==> src/rtl/tempo_div.sv <==
// Two-stage tempo divider: a PRE_DIV prescaler feeds a runtime-loadable divisor, producing
// tick pulses, a wrapping tick count and, with TEMPO_DIV_CLKOUT_EN defined, a toggled clk_out.
module tempo_div #(
  parameter int unsigned PRE_DIV = 100,
  parameter int unsigned CNT_W   = 14,
  parameter int unsigned DEF_DIV = 100
) (
  input  logic             clk,
  input  logic             rst_n,
  input  logic             en,
  input  logic             load,
  input  logic [CNT_W-1:0] div_val,
  output logic             load_ack,
  output logic             tick,
  output logic [7:0]       tick_cnt,
  output logic             clk_out
);

  localparam logic [15:0]      PRE_LAST = 16'(PRE_DIV - 1);
  localparam logic [CNT_W-1:0] DIV_RST  = CNT_W'(DEF_DIV);

  logic [15:0]      pre_cnt;
  logic [CNT_W-1:0] main_cnt;
  logic [CNT_W-1:0] div_reg;
  logic             pre_end;
  logic             main_end;
  logic             tick_set;

  always_comb begin
    pre_end  = (pre_cnt == PRE_LAST);
    main_end = (main_cnt == (div_reg - CNT_W'(1)));
    // A load on the same edge wins over a pending tick.
    tick_set = en && !load && pre_end && main_end;
  end

  always_ff @(posedge clk or negedge rst_n) begin
    if (!rst_n) begin
      pre_cnt  <= '0;
      main_cnt <= '0;
      div_reg  <= DIV_RST;
      tick     <= 1'b0;
      load_ack <= 1'b0;
      tick_cnt <= '0;
    end else begin
      tick     <= tick_set;
      load_ack <= load;
      if (tick_set)
        tick_cnt <= tick_cnt + 8'd1;
      if (load) begin
        div_reg  <= (div_val == '0) ? CNT_W'(1) : div_val;
        pre_cnt  <= '0;
        main_cnt <= '0;
      end else if (en) begin
        if (pre_end) begin
          pre_cnt  <= '0;
          main_cnt <= main_end ? '0 : main_cnt + CNT_W'(1);
        end else begin
          pre_cnt <= pre_cnt + 16'd1;
        end
      end
    end
  end

`ifdef TEMPO_DIV_CLKOUT_EN
  logic clk_q;

  always_ff @(posedge clk or negedge rst_n) begin
    if (!rst_n)
      clk_q <= 1'b0;
    else if (tick_set)
      clk_q <= ~clk_q;
  end

  assign clk_out = clk_q;
`else
  assign clk_out = 1'b0;
`endif

endmodule

==> config.mk <==
export PLATFORM = sky130hd
export DESIGN_NAME = tempo_div
export DESIGN_NICKNAME = d
export VERILOG_FILES = /design/src/rtl/tempo_div.sv
export SDC_FILE = /design/constraint.sdc
export NUM_CORES = 1
export LEC_CHECK = 0
export CAP_MARGIN = 30
export CORE_ASPECT_RATIO = 1.25
export CORE_MARGIN = 2
export CORE_UTILIZATION = 38
export CTS_CLUSTER_SIZE = 10
export DETAILED_ROUTE_END_ITERATION = 12
export GPL_TIMING_DRIVEN = 0
export HOLD_SLACK_MARGIN = 0.06
export PLACE_DENSITY = 0.57
export SLEW_MARGIN = 5
export SYNTH_ARGS = -nofsm -noshare
export SYNTH_HDL_FRONTEND = slang
export SYNTH_SLANG_ARGS = --single-unit
==> constraint.sdc <==
create_clock -name clk -period 4.1 [get_ports clk]
set_input_delay 0.82 -clock clk [delete_from_list [all_inputs] [get_ports clk]]
set_output_delay 0.82 -clock clk [all_outputs]
set_load 0.01 [all_outputs]
==> qor.txt, run 1 <==
Setup Buffers After CTS - 0
CP max FO - 10
RSZ-0062 raised after global routing - no
ys flop type - dfrtp_1
min cycle time layout - 3340 ps
die area - 9190 µm²
CTS H-tree lvls - 2
CTS clock-pin slew for the worst setup and hold paths - 100 ps
run status - finished, final reports clean
I/O Pins - 29
WP data required - 4310 ps
antenna violations before repair - 0
MaxCap Viol Count - 0
number of CTS-inserted buffers - 5
Yosys reg bits - 54
Power per Cell Area - 289 nW/µm²
Place WS - 752 ps
Final Worst Setup Slack - 757 ps
Worst setup SP type - flip-flop
CORE AREA - 8190 µm²
Die H - 107 µm
gr usage total - 15.6%
vias in the first global route - 2482
Fmax - 299 MHz
layout cells sized above 1 - 12.3%
final critical-path share of the clock period - 81.5%
drt wl/cell - 14.8 µm
DRC viols - 0
Max-slew headroom - 57.6%
final core occ - 45.3%
Slew Viols, Final - 0
CTS root buf - clkbuf_8
cell count after synthesis - 331
Worst Hold Class - flip-flop to flip-flop
Final Total Pwr - 0.00107 W
DRT antenna net count - 0
first-pass GRT wire length - 11600 µm
synthesized net count - 353
Port Buf Inserts - 26
CTS Sinks - 54
Final Net Count - 387
Mapped Avg Cell Area - 9.68 µm²
via count - 2497
max reg flops - 16
Syn Std Cell Area - 3200 µm²
grt ovf - 0
Cell Rows - 37
Async SR Flop Fraction - 100%
Critical Path AT - 3550 ps
Layout Skew - 6.44 ps
crit path capture type - flip-flop
router iterations before antenna repair - 4
drt initial violations - 60
Hold Fails Final Rpt - 0
Worst Setup SP - div_reg[0]
CTS Hold Bufs - 0
worst r2r dst - main_cnt[10]
chip width - 86.1 µm
post_cts resized - 0
largest net degree at the start of global routing - 30
slew of the pin with the lowest slew margin - 630 ps
FF-to-FF setup slack - 760 ps
dpl hpwl - 5120 µm
GP Congestion - 0.830
Routed Wire Length - 6870 µm
ANT cells - 0
Synth cell types - 57
Initial Util - 39.1%
final setup violation count - 0
Max VDD drop - 156 µV
Vias/cell - 5.39
Ys Warns - 0
worst-skew pair later-pin latency - 310 ps
Pleak - 1.54 nW
final hold slack - 486 ps
Area growth syn-to-layout - 15.8%
CTS tree - done
CP endpoint - main_cnt[10]
EDFF count, synth - 0
setup tns final - 0 ps
reg2reg start - div_reg[0]
Seq/Total Area, Yosys - 42.3%
depth of the worst register-to-register path - 11
CTS Buffer Depth - 2
CP Class - flip-flop to flip-flop
-- synthesized netlist by cell type, types with 7 or more instances --
cell / count / area [µm²]
dfrtp_1: 51 / 1280
nand2_1: 31 / 116
nor2_1: 26 / 97.6
xor2_1: 21 / 184
xnor2_1: 15 / 131
mux2_2: 14 / 158
a21oi_1: 13 / 65.1
nand3_1: 13 / 65.1
or3_1: 12 / 75.1
clkbuf_1: 11 / 41.3
a21o_1: 9 / 67.6
nand4_1: 9 / 56.3
nor3_1: 9 / 45.0
nand3b_1: 8 / 60.1
and3_1: 7 / 43.8
o21ai_0: 7 / 35.0
-- worst max-delay path, cell delays in order (launching register included) --
cell	delay, ps
dfrtp_1	370
clkbuf_1	220
inv_1	110
ha_1	280
or4b_4	530
nor3_1	300
mux2i_1	230
a21o_1	180
o21ai_2	70
nor4_2	480
a21oi_1	260
and2_1	210
-- layout make-up --
| type | instances | area, µm² |
|---|---|---|
| Clock inverter | 3 | 40.0 |
| Buffer | 14 | 63.8 |
| Fill cell | 781 | 4480 |
| Tap cell | 97 | 121 |
| Multi-Input combinational cell | 257 | 1760 |
| Inverter | 6 | 22.5 |
| Clock buffer | 5 | 68.8 |
| Timing Repair Buffer | 27 | 275 |
| Sequential cell | 54 | 1360 |
-- metal layers --
layer  vias up  wire (µm)  track usage [%]
met5         -          0                0
met4         0        132             5.44
met3        10        126             2.08
met2        20       3460             27.5
met1      1213       3160             19.5
li1       1254          -                -
-- metrics by stage --
stage	cell area, µm²	cells
2_1_floorplan	3200	331
3_3_place_gp	3590	454
3_5_place_dp	3600	455
4_1_cts	3710	463
5_1_grt	3710	463
6_report	3710	463
-- where the power goes --
| group | switching [W] | internal, W |
|---|---|---|
| sequential | 0.0000278 | 0.000552 |
| clock | 0.000182 | 0.000180 |
| combinational | 0.0000659 | 0.0000631 |
| total | 0.000276 | 0.000795 |
-- cell usage in the layout (no fill, tap or decap), types with 3 or more instances in the layout --
cell	netlist	routed
nor2_1	26	26
a21oi_1	13	13
nand3b_1	8	8
and2_1	6	6
a21o_1	9	9
clkdlybuf4s50_1	0	25
nand2b_1	5	5
xor2_1	21	21
clkbuf_8	0	5
or3_1	12	12
inv_1	6	6
o21ai_0	7	7
nor3_1	9	9
clkbuf_1	11	11
nand3_1	13	13
mux2_2	14	14
ha_1	4	4
nand4_1	9	9
nand2_1	31	31
and3_1	7	7
xnor2_1	15	15
dfstp_2	3	3
nor4_1	6	6
dfrtp_1	51	51
-- cells by family (layout without fill, tap and decap cells) --
logic type | count (synthesis) | after routing | share of synthesized area (%)
simple gates | 153 | 153 | 27.8
compound gates | 47 | 47 | 10.2
mux | 16 | 16 | 5.54
xor+xnor | 36 | 36 | 9.84
flops | 54 | 54 | 42.3
fa+ha+maj | 4 | 4 | 1.56
other cells | 1 | 1 | 0.117
buf+inv | 20 | 55 | 2.69
-- worst min-delay path by stage --
stage | from | to | slack [ps] | depth (start not counted)
floorplan | div_reg[13] | div_reg[13] | 500 | 1
global placement | tick_cnt[7] | tick_cnt[7] | 470 | 1
detailed placement | tick_cnt[7] | tick_cnt[7] | 480 | 1
CTS | tick_cnt[7] | tick_cnt[7] | 490 | 1
global route | tick_cnt[7] | tick_cnt[7] | 490 | 1
finish | tick_cnt[7] | tick_cnt[7] | 490 | 1
(Power assumes the default switching activity.)
==> run 2: changes to the inputs <==
- PLACE_DENSITY: 0.57 -> 0.59
- clock period: 4.1 -> 3 ns (I/O delays scaled with it)
==> qor.txt, run 2 (synthesis gave the netlist of run 1 again) <==
Vias/cell - 5.49
Fillers - 800
Routed Wire Length - 7200 µm
Layout Skew - 6.37 ps
Worst Hold Class - input port to async pin
dpl hpwl - 5370 µm
worst-skew pair later-pin latency - 310 ps
layout cells sized above 1 - 14.1%
Seq pwr share - 57.0%
FF-to-FF setup slack - 140 ps
drt wl/cell - 15.4 µm
MaxCap Viol Count - 0
Final Net Count - 391
number of CTS-inserted buffers - 5
Cell Rows - 37
min cycle time layout - 2860 ps
post-route cell area - 3790 µm²
CTS Sinks - 54
GP Congestion - 0.757
CTS tree - done
Slew Viols, Final - 0
CTS Buffer Depth - 2
die area - 9190 µm²
setup tns final - 0 ps
Final Total Pwr - 0.00139 W
Power per Cell Area - 367 nW/µm²
drt initial violations - 108
antenna violations before repair - 0
largest net degree at the start of global routing - 30
first-pass GRT wire length - 12200 µm
CP max FO - 7
CTS H-tree lvls - 2
Final Worst Setup Slack - 138 ps
crit path capture type - flip-flop
Switching Share - 27.0%
cell count after placement - 455
worst r2r dst - tick_cnt[1]
Fmax - 349 MHz
WP data required - 3200 ps
Int Pwr - 0.00102 W
Initial Util - 39.1%
CP endpoint - tick_cnt[1]
CORE AREA - 8190 µm²
Die H - 107 µm
Worst Setup SP - div_reg[1]
Worst setup SP type - flip-flop
commonest cells after routing, fill and taps aside - dfrtp_1, nand2_1, nor2_1
Logic pwr share - 14.0%
Max-slew headroom - 57.5%
Clock Power Share - 29.0%
Hold Fails Final Rpt - 0
final setup violation count - 0
ANT cells - 0
via count - 2562
Port Buf Inserts - 26
run status - finished, final reports clean
max reg flops - 16
chip width - 86.1 µm
ordered cell list for the critical path - buf_4 > or3_1 > nor4_4 > mux2_4 > a31oi_4 > o211ai_4 > nor4_4 > buf_4 > mux2_2
CTS clock-pin slew for the worst setup and hold paths - 90 ps
grt ovf - 0
Max VDD drop - 184 µV
Area growth syn-to-layout - 18.3%
slowest CP cell - dfrtp_2
router iterations before antenna repair - 4
max incr delay on CP - 410 ps
slew of the pin with the lowest slew margin - 638 ps
final critical-path share of the clock period - 95.4%
DRC viols - 0
reg2reg start - div_reg[1]
commonest non-fill, non-tap cell in the layout - dfrtp_1
depth of the worst register-to-register path - 9
Place WS - -325 ps
CTS Hold Bufs - 0
switching power - 0.000375 W
Sequential Area - 1360 µm²
Critical Path AT - 3060 ps
placed cell area - 3600 µm²
vias in the first global route - 2576
Pleak - 1.56 nW
CTS root buf - clkbuf_8
non-filler cells, final - 467
multi-input logic area - 1840 µm²
gr usage total - 16.7%
CP Class - flip-flop to flip-flop
DRT antenna net count - 0
I/O Pins - 29
-- run 2: cell types whose count changed in the layout (fill, tap and decap cells not counted), moves of 2 or more --
cell and delta:
clkbuf_1 +2, dfrtp_1 -2, buf_4 +5, nor4b_4 +2, nor4b_2 -2, clkinv_2 -2, dfrtp_2 +2
-- run 2: area by class of cell --
cell class	instances	area share, %
Buffer	13	1.58
Inverter	6	0.594
Tap cell	97	3.20
Sequential cell	54	35.8
Timing Repair Buffer	32	8.25
Clock buffer	8	2.11
Multi-Input combinational cell	257	48.4
-- run 2: worst min path at each step --
stage	end	slack [ps]	depth (start not counted)
2_1_floorplan	div_reg[0]	300	0
3_3_place_gp	tick_cnt[7]	470	1
3_5_place_dp	tick_cnt[7]	490	1
4_1_cts	pre_cnt[0]	300	1
5_1_grt	pre_cnt[0]	340	1
6_report	div_reg[12]	290	1
-- run 2: power by group through the flow --
| stage | Clock, W | Combinational (W) | Sequential (W) |
|---|---|---|---|
| 2_1_floorplan | 0 | 0.000115 | 0.000795 |
| 3_3_place_gp | 0 | 0.000174 | 0.000806 |
| 3_5_place_dp | 0 | 0.000180 | 0.000808 |
| 4_1_cts | 0.000415 | 0.000189 | 0.000792 |
| 5_1_grt | 0.000449 | 0.000217 | 0.000798 |
| 6_report | 0.000403 | 0.000195 | 0.000792 |
-- run 2: metrics by stage --
stage                     util, %  hold WS [ps]
final                        46.3           295
after global routing         46.3           336
after CTS                    45.5           305
after detailed placement     43.9           487
after global placement       43.8           471
after floorplan                 -           304
-- run 2: critical path: cells and delay by family, from the launching register on --
kind | cells | cell delay, ps
AND/OR/NAND/NOR | 3 | 990
AO/OA/AOI/OAI | 2 | 330
flip-flops | 1 | 410
multiplexers | 2 | 680
buffers and inverters | 2 | 350
-- run 2: repair_timing --
item / 4_1_cts / 5_1_grt
resized for setup: 5 / 8
cloned: 0 / 0
pin swaps: 1 / 2
endpoints found under the setup margin: 22 / 13
buffers inserted: 4 / 1
-- run 2: layer usage --
metal | track usage (%) | vias to the layer above | part of all wire [%]
li1 | - | 1256 | -
met1 | 19.3 | 1278 | 44
met2 | 31.0 | 19 | 53
met3 | 2.39 | 9 | 1.6
met4 | 5.56 | 0 | 1.6
met5 | 0 | - | 0
==> run 3: changes to the inputs <==
- GPL_ROUTABILITY_DRIVEN: unset -> 0
- SLEW_MARGIN: 5 -> 20
==> qor.txt, run 3 (synthesis gave the netlist of run 1 again) <==
run status - finished, final reports clean
CP max FO - 7
CTS clock-pin slew for the worst setup and hold paths - 90 ps
CTS root buf - clkbuf_8
Worst Setup SP - div_reg[1]
Hold Fails Final Rpt - 0
RSZ-0062 raised after global routing - yes
layout cells sized above 1 - 14.9%
Vias/cell - 5.43
Critical Path AT - 3080 ps
min cycle time layout - 2880 ps
grt ovf - 0
FF-to-FF setup slack - 120 ps
drt initial violations - 100
CORE AREA - 8190 µm²
chip width - 86.1 µm
Area growth syn-to-layout - 18.2%
dpl hpwl - 5240 µm
die area - 9190 µm²
Pleak - 1.56 nW
Cell Rows - 37
Layout Skew - 7.02 ps
crit path capture type - flip-flop
Port Buf Inserts - 26
max reg flops - 16
antenna violations before repair - 0
final core occ - 46.2%
final setup violation count - 0
commonest non-fill, non-tap cell in the layout - dfrtp_1
largest net degree at the start of global routing - 55
slew of the pin with the lowest slew margin - 703 ps
depth of the worst register-to-register path - 9
Fmax - 348 MHz
ANT cells - 0
Slew Viols, Final - 0
CP Class - flip-flop to flip-flop
reg2reg start - div_reg[1]
Max VDD drop - 182 µV
Worst Hold Class - input port to async pin
cell count after placement - 454
Die H - 107 µm
router iterations before antenna repair - 4
CTS Sinks - 54
worst r2r dst - tick_cnt[1]
Power per Cell Area - 371 nW/µm²
WP data required - 3200 ps
DRC viols - 0
first-pass GRT wire length - 12300 µm
CTS Buffer Depth - 2
CTS tree - done
I/O Pins - 29
DRT antenna net count - 0
Initial Util - 39.1%
via count - 2532
vias in the first global route - 2547
final critical-path share of the clock period - 95.9%
Max-slew headroom - 53.1%
Final Net Count - 390
gr usage total - 16.7%
CTS Hold Bufs - 0
commonest cells after routing, fill and taps aside - dfrtp_1, nand2_1, nor2_1
Worst setup SP type - flip-flop
drt wl/cell - 15.3 µm
worst-skew pair later-pin latency - 310 ps
non-filler cells, final - 466
number of CTS-inserted buffers - 5
MaxCap Viol Count - 0
CTS H-tree lvls - 2
Routed Wire Length - 7150 µm
-- run 3: cell types whose count changed in the layout (fill, tap and decap cells not counted), sizes merged --
cell	before	now
buf	10	9
clkinv	0	1
clkbuf	18	17
-- run 3: worst max path at each step --
stage	to	slack, ps	cells after the start
2_1_floorplan	main_cnt[5]	110	12
3_3_place_gp	tick_cnt[1]	-450	1
3_5_place_dp	main_cnt[12]	-320	11
4_1_cts	tick_cnt[1]	10	8
5_1_grt	main_cnt[5]	-20	11
6_report	tick_cnt[1]	120	9
-- run 3: routing by layer --
layer / wire length, µm / global-route usage [%] / part of all wire (%) / up-vias
met5: 0 / 0 / 0 / -
met2: 3850 / 31.5 / 54 / 26
met4: 99 / 5.44 / 1.4 / 0
met1: 3070 / 19.1 / 43 / 1252
li1: - / - / - / 1247
met3: 123 / 2.16 / 1.7 / 7
-- run 3: cell type report --
| type | instances | area [µm²] |
|---|---|---|
| sequential | 54 | 1360 |
| timing repair buffer | 31 | 299 |
| clock buffer | 7 | 86.3 |
| buffer | 13 | 60.1 |
| tap | 97 | 121 |
| multi-input combinational | 257 | 1840 |
| clock inverter | 1 | 5.00 |
| inverter | 6 | 22.5 |
| fill | 800 | 4410 |
-- run 3: repair_timing --
action                                 in CTS  in global routing
endpoints found under the hold margin       0                  0
resized for setup                           5                 11
buffers inserted                            4                  1
setup endpoints to repair                  22                 13
pin swaps                                   1                  3
-- run 3: worst max-delay path, stage by stage (launching register included) --
cell and delay [ps]:
dfrtp_2 420, buf_4 160, or3_1 410, nor4_4 380, mux2_4 350, a31oi_4 170, o211ai_2 150, nor4_4 240
buf_6 160, mux2_2 330
-- run 3: where the power goes --
group / internal (W) / total (W) / leakage (nW) / switching [W]
Clock: 0.000187 / 0.000422 / 0.0482 / 0.000236
Combinational: 0.0000929 / 0.000192 / 0.801 / 0.0000991
Sequential: 0.000755 / 0.000792 / 0.713 / 0.0000378
Total: 0.00103 / 0.00141 / 1.56 / 0.000372
-- run 3: metrics by stage --
step,TNS [ps],hold slack [ps],setup slack [ps],power [W],instance area (µm²)
final,0,319,122,0.00141,3790
after global routing,-49.3,399,-18.8,0.00149,3790
after CTS,0,362,12.6,0.00142,3720
after detailed placement,-4290,488,-320,0.000985,3580
after global placement,-25650,471,-449,0.000980,3590
after floorplan,0,304,109,0.000910,3200
